### config.mk
export PLATFORM = sky130hd
export DESIGN_NAME = nor32
export DESIGN_NICKNAME = d
export VERILOG_FILES = /design/src/rtl/alu_pkg.sv /design/src/rtl/nor32_nor_bit.sv /design/src/rtl/nor32.sv
export SDC_FILE = /design/constraint.sdc
export NUM_CORES = 1
export LEC_CHECK = 0
export CORE_MARGIN = 10
export CORE_UTILIZATION = 29
export CTS_BUF_LIST = sky130_fd_sc_hd__clkbuf_4 sky130_fd_sc_hd__clkbuf_8 sky130_fd_sc_hd__clkbuf_16
export DETAILED_ROUTE_END_ITERATION = 7
export PLACE_DENSITY_LB_ADDON = 0.25
export SLEW_MARGIN = 25
export SYNTH_ARGS = -nofsm -noshare
export SYNTH_HDL_FRONTEND = slang
export SYNTH_SLANG_ARGS = --single-unit
### constraint.sdc
create_clock -name clk -period 0.8 [get_ports clk]
set_input_delay 0.08 -clock clk [delete_from_list [all_inputs] [get_ports clk]]
set_output_delay 0.08 -clock clk [all_outputs]
set_load 0.05 [all_outputs]
### src/rtl/alu_pkg.sv
// Shared ALU datapath definitions: data width and word type.
package alu_pkg;

  localparam int unsigned DATA_W = 32;

  typedef logic [DATA_W-1:0] word_t;

endpackage : alu_pkg

### src/rtl/nor32_nor_bit.sv
// Single-bit NOR cell; nor32 replicates one per result bit.
module nor_bit (
  input  logic a,
  input  logic b,
  output logic out
);

  assign out = ~(a | b);

endmodule : nor_bit

### src/rtl/nor32.sv
// Bitwise NOR unit with a combinational result/zero flag and a 1-cycle registered copy.
module nor32
  import alu_pkg::*;
#(
  parameter int unsigned WIDTH = DATA_W
) (
  input  logic             clk,
  input  logic             rst,
  input  logic [WIDTH-1:0] a,
  input  logic [WIDTH-1:0] b,
  input  logic             in_valid,
  output logic [WIDTH-1:0] out,
  output logic             zero,
  output logic [WIDTH-1:0] out_q,
  output logic             zero_q,
  output logic             out_valid
);

  for (genvar i = 0; i < WIDTH; i++) begin : g_bit
    nor_bit u_nor_bit (
      .a   (a[i]),
      .b   (b[i]),
      .out (out[i])
    );
  end

  assign zero = (out == '0);

  // Data regs only load on in_valid so the last result survives idle cycles.
  always_ff @(posedge clk) begin
    if (rst) begin
      out_q     <= '0;
      zero_q    <= 1'b0;
      out_valid <= 1'b0;
    end else begin
      out_valid <= in_valid;
      if (in_valid) begin
        out_q  <= out;
        zero_q <= zero;
      end
    end
  end

endmodule : nor32

---- After elaboration in Yosys (flattened, before gate mapping) ----
Index checks and enable logic that the tools add are counted.
cells by class
  reductions and logical operators ........ 1
  bitwise gates (word level) .............. 64
operators by type and width
  kind                number
  logical NOT 32 bit  1
  NOT 1 bit           32
  OR 1 bit            32
word-level totals
  bits of input ports ..................... 67
  logic and storage cells ................. 68
  bits in registers ....................... 34

---- Logic depth before layout (Yosys ltp) ----
  depth in word-level cells ............... 3
  gate-level depth with buffers ........... 5
  depth with buffers taken out ............ 5

---- Cells and area by module ----
A second synthesis with hierarchy kept.
unflattened totals
  cells, all modules ...................... 153
  area total of the unflattened synthesis .. 1406.3 um2
modules (own cells, without submodules)
  module   seq. area each (um2)  times used  cells each  area an instance (um2)
  nor32    680.7                 1           121         1286.2
  nor_bit  0.0                   32          1           3.8

---- Least setup slack after synthesis ----
No wires, ideal clock.
  kind .................................... input port to flip-flop
  start ................................... input b[4]
  end ..................................... register zero_q
  library setup time ...................... 59 ps
  setup slack ............................. -388 ps
  arrival time ............................ 1128 ps
  cell stages on the path ................. 5
  path through ............................ nor2_1 nor4_2 nand4_1 nor2_2 o21a_1
between the ends
  word-level cells in the longest chain between the ends .. 3
RTL lines
  element               line                source
  start, declared       nor32.sv:10         input logic [WIDTH-1:0] b,
  OR 1 bit              nor32_nor_bit.sv:8  assign out = ~(a | b);
  NOT 1 bit             nor32_nor_bit.sv:8
  logical NOT 32 bit    nor32.sv:27         assign zero = (out == '0);
  via zero              nor32.sv:13         output logic zero,
  end signal, assigned  nor32.sv:39         zero_q <= zero;
  end, declared         nor32.sv:15         output logic zero_q,
The timed path passes the listed nets, and every way through them passes these cells.
A chain may end at the register's enable or synchronous reset.

---- Worst setup path after layout ----
  start ................................... input a[16]
  end ..................................... output zero
between the ends
  word-level cells in the longest chain between the ends .. 3
RTL lines
  element             line                source
  start, declared     nor32.sv:9          input logic [WIDTH-1:0] a,
  OR 1 bit            nor32_nor_bit.sv:8
  NOT 1 bit           nor32_nor_bit.sv:8
  logical NOT 32 bit  nor32.sv:27
  end, declared       nor32.sv:13
No other way between the ends.

==> flow_summary_export.csv <==
group,metric,value,unit
synthesis,synth_top_area_share,41.3,%
sta,fin_ws,-0.409,ns
drt,route.detailed.drc,0,
sta,min_period,1.21,ns
synthesis,synthCells,186,
drt,drt_iter0_drc,43,
synthesis,yosys.cell_types.count,12,
synthesis,synth_area_per_cell,8.86,µm²
global_routing,grt_start_max_net_pins,20,
worst_setup_path,start_kind,"input pin",
sta,hold_ws,0.136,ns
drt,num_vias,1792,
sta,slew_violations,0,
sta,setup_violations,36,
layout,fin_nets,408,
pwr,ir_drop,0.916,mV
worst_setup_path,end_kind,"output pin",
global_routing,grt-ovfl-total,0,
synthesis,syn-num-nets,253,
sta,period_share,151,%
sta,hold_violations,0,
worst_setup_path,crit_arrival,1.13,ns
layout,multiInputGateArea,966,µm²
cts,cts-root-buf,"clkbuf_8",
sta,fmax,827,MHz
layout,area_delta_synth_final,154,%
floorplanning,core,5510,µm²
synthesis,yosysSeqAreaShare,41.3,%
floorplanning,boundaryPins,134,
floorplanning,initial_utilization,29.9,%
sta,grt_setup_unrepaired,"true",
drt,vias_per_cell,4.34,
synthesis,syn_area,1650,µm²
worst_setup_path,required,0.72,ns
global_routing,grt_pass1_vias,2077,
drt,wl_per_cell,17.5,µm
layout,insertedDiodeCount,0,
floorplanning,num_rows,27,
cts,cts.sink_count,34,
cts,clock_latency,0.27,ns
synthesis,synth_area_leader_cell,"dfxtp_1",
sta,worst_slew_pin_slew,0.230,ns
global_routing,grt.total_usage,15.4,%
place,place_inst,388,
worst_setup_path,critPathKind,"in2out",
pwr,powerDensity,1270,nW/µm²
floorplanning,die_area,9100,µm²
global_routing,grt_pass1_wl,10900,µm
cts,clk_pin_slew_worst_paths,0.07,ns
run_status,outcome,"finished, violations left",
run_status,violations,"setup timing",
worst_setup_path,path_max_fanout,3,
place,gp_congestion,0.772,
pwr,power_leakage,0.00188,µW
drt,wl,7230,µm
cts,cts_tree,"built",
layout,stdcell_count,413,
global_routing,antenna_found_initial,0,
cts,cts_max_level,2,
floorplanning,die_h,95.4,µm
sta,slew_headroom,84.5,%
place,dp_hpwl,5760,µm
sta,fin_tns_setup,-1.96,ns
layout,nFillCells,389,
place,port_buffers,133,
cts,numCtsBuffers,5,
synthesis,ys_warn_count,0,
synthesis,synth_area_leaders,"dfxtp_1 41%, mux2i_1 19%, buf_4 16%, nor2_1 15%, nor4_2 3.0%",
job,drv_cap,0,
drt,first_pass_iters,4,
hold_path,hold_class,"in2reg",
drt,final_antenna_net_count,0,
floorplanning,die_x,95.4,µm
cts,clockBufferDepth,2,
layout,final_layout_size_suffix_gt1_share,77.7,%
sta,fin_skew,0,ns
synthesis,synth_seq_cells,34,
layout,seq_area,728,µm²
## flip-flops by register name, summed over array words and instances, names as in the netlist
register   count
zero_q         1
out_q         32
out_valid      1
## worst max-delay path: stages
cell and delay, ns:
buf_8 0.07, nor2_4 0.04, nor4_2 0.27, buf_4 0.15, nand4_1 0.18, nor2_4 0.19, buf_12 0.15
## synthesized netlist by cell type, drive strengths merged
master and instances:
nor2 68, buf 36, dfxtp 34, mux2i 32, nor4 8, clkbuf 4, nand4 2, inv 1
o21a 1
## area by class of cell
| cell class | count | area share (%) |
|---|---|---|
| sequential | 34 | 17.4 |
| clock buffer | 7 | 2.00 |
| timing repair buffer | 188 | 55.3 |
| multi-input combinational | 111 | 23.1 |
| inverter | 1 | 0.0897 |
| tap | 72 | 2.15 |
## kinds of logic after synthesis
logic type | Yosys count | synth area share (%)
simple gates | 78 | 21.4
compound gates | 1 | 0.456
mux | 32 | 19.4
buf+inv | 41 | 17.4
flops | 34 | 41.3
## through the flow
| step | area [µm²] | total power, µW | worst slack, ns | utilization, % |
|---|---|---|---|---|
| floorplan | 1740 | 2810 | -0.238 | - |
| global placement | 3850 | 3960 | -0.855 | 69.9 |
| detailed placement | 3850 | 3980 | -0.815 | 69.9 |
| CTS | 4190 | 5370 | -0.373 | 76.1 |
| global route | 4190 | 5530 | -0.460 | 76.0 |
| finish | 4190 | 5310 | -0.409 | 76.0 |
## layout by cell type, fill, tap and decap left out
cell type,Yosys,layout
clkbuf_2,0,11
clkbuf_8,0,5
mux2i_1,32,31
mux2i_4,0,1
clkdlybuf4s15_1,0,5
nor2_4,0,28
buf_4,35,30
clkbuf_4,0,2
o21a_1,1,1
nor2_2,4,5
buf_8,0,1
nor4_4,0,4
nand4_1,2,2
inv_1,1,1
buf_6,0,31
nor2_1,64,35
clkdlybuf4s50_1,0,1
nor4_2,4,4
clkdlybuf4s15_2,0,2
buf_2,1,37
dfxtp_4,0,2
dfxtp_2,0,32
buf_12,0,70
## power breakdown
| part | internal [µW] | switching, µW | total [µW] |
|---|---|---|---|
| clock network | 667 | 561 | 1230 |
| logic | 1150 | 1100 | 2240 |
| registers | 1770 | 71.1 | 1840 |
## metal layers
metal  GRT usage, %  vias to the layer above  share of wire (%)
met2           30.3                       68                 57
met5              0                        -                  0
met1           13.8                      828                 32
li1               -                      890                  -
met3           6.60                        6                 10
met4           4.18                        0                1.0
## final timing paths
check / from / to / slack, ns / cells past startpoint
max: a[16] / zero / -0.41 / 7
min: b[16] / out_q[16] / 0.14 / 4
max reg2reg: out_q[31] / out_q[31] / 0.03 / 3
min reg2reg: out_q[9] / out_q[9] / 0.52 / 2
## repair_timing
item / 4_1_cts / 5_1_grt
buffers inserted: 22 / 5
endpoints found under the setup margin: 72 / 47
hold buffers: 0 / 0
pin swaps: 35 / 18
resized for setup: 287 / 34
(Power assumes the default switching activity.)
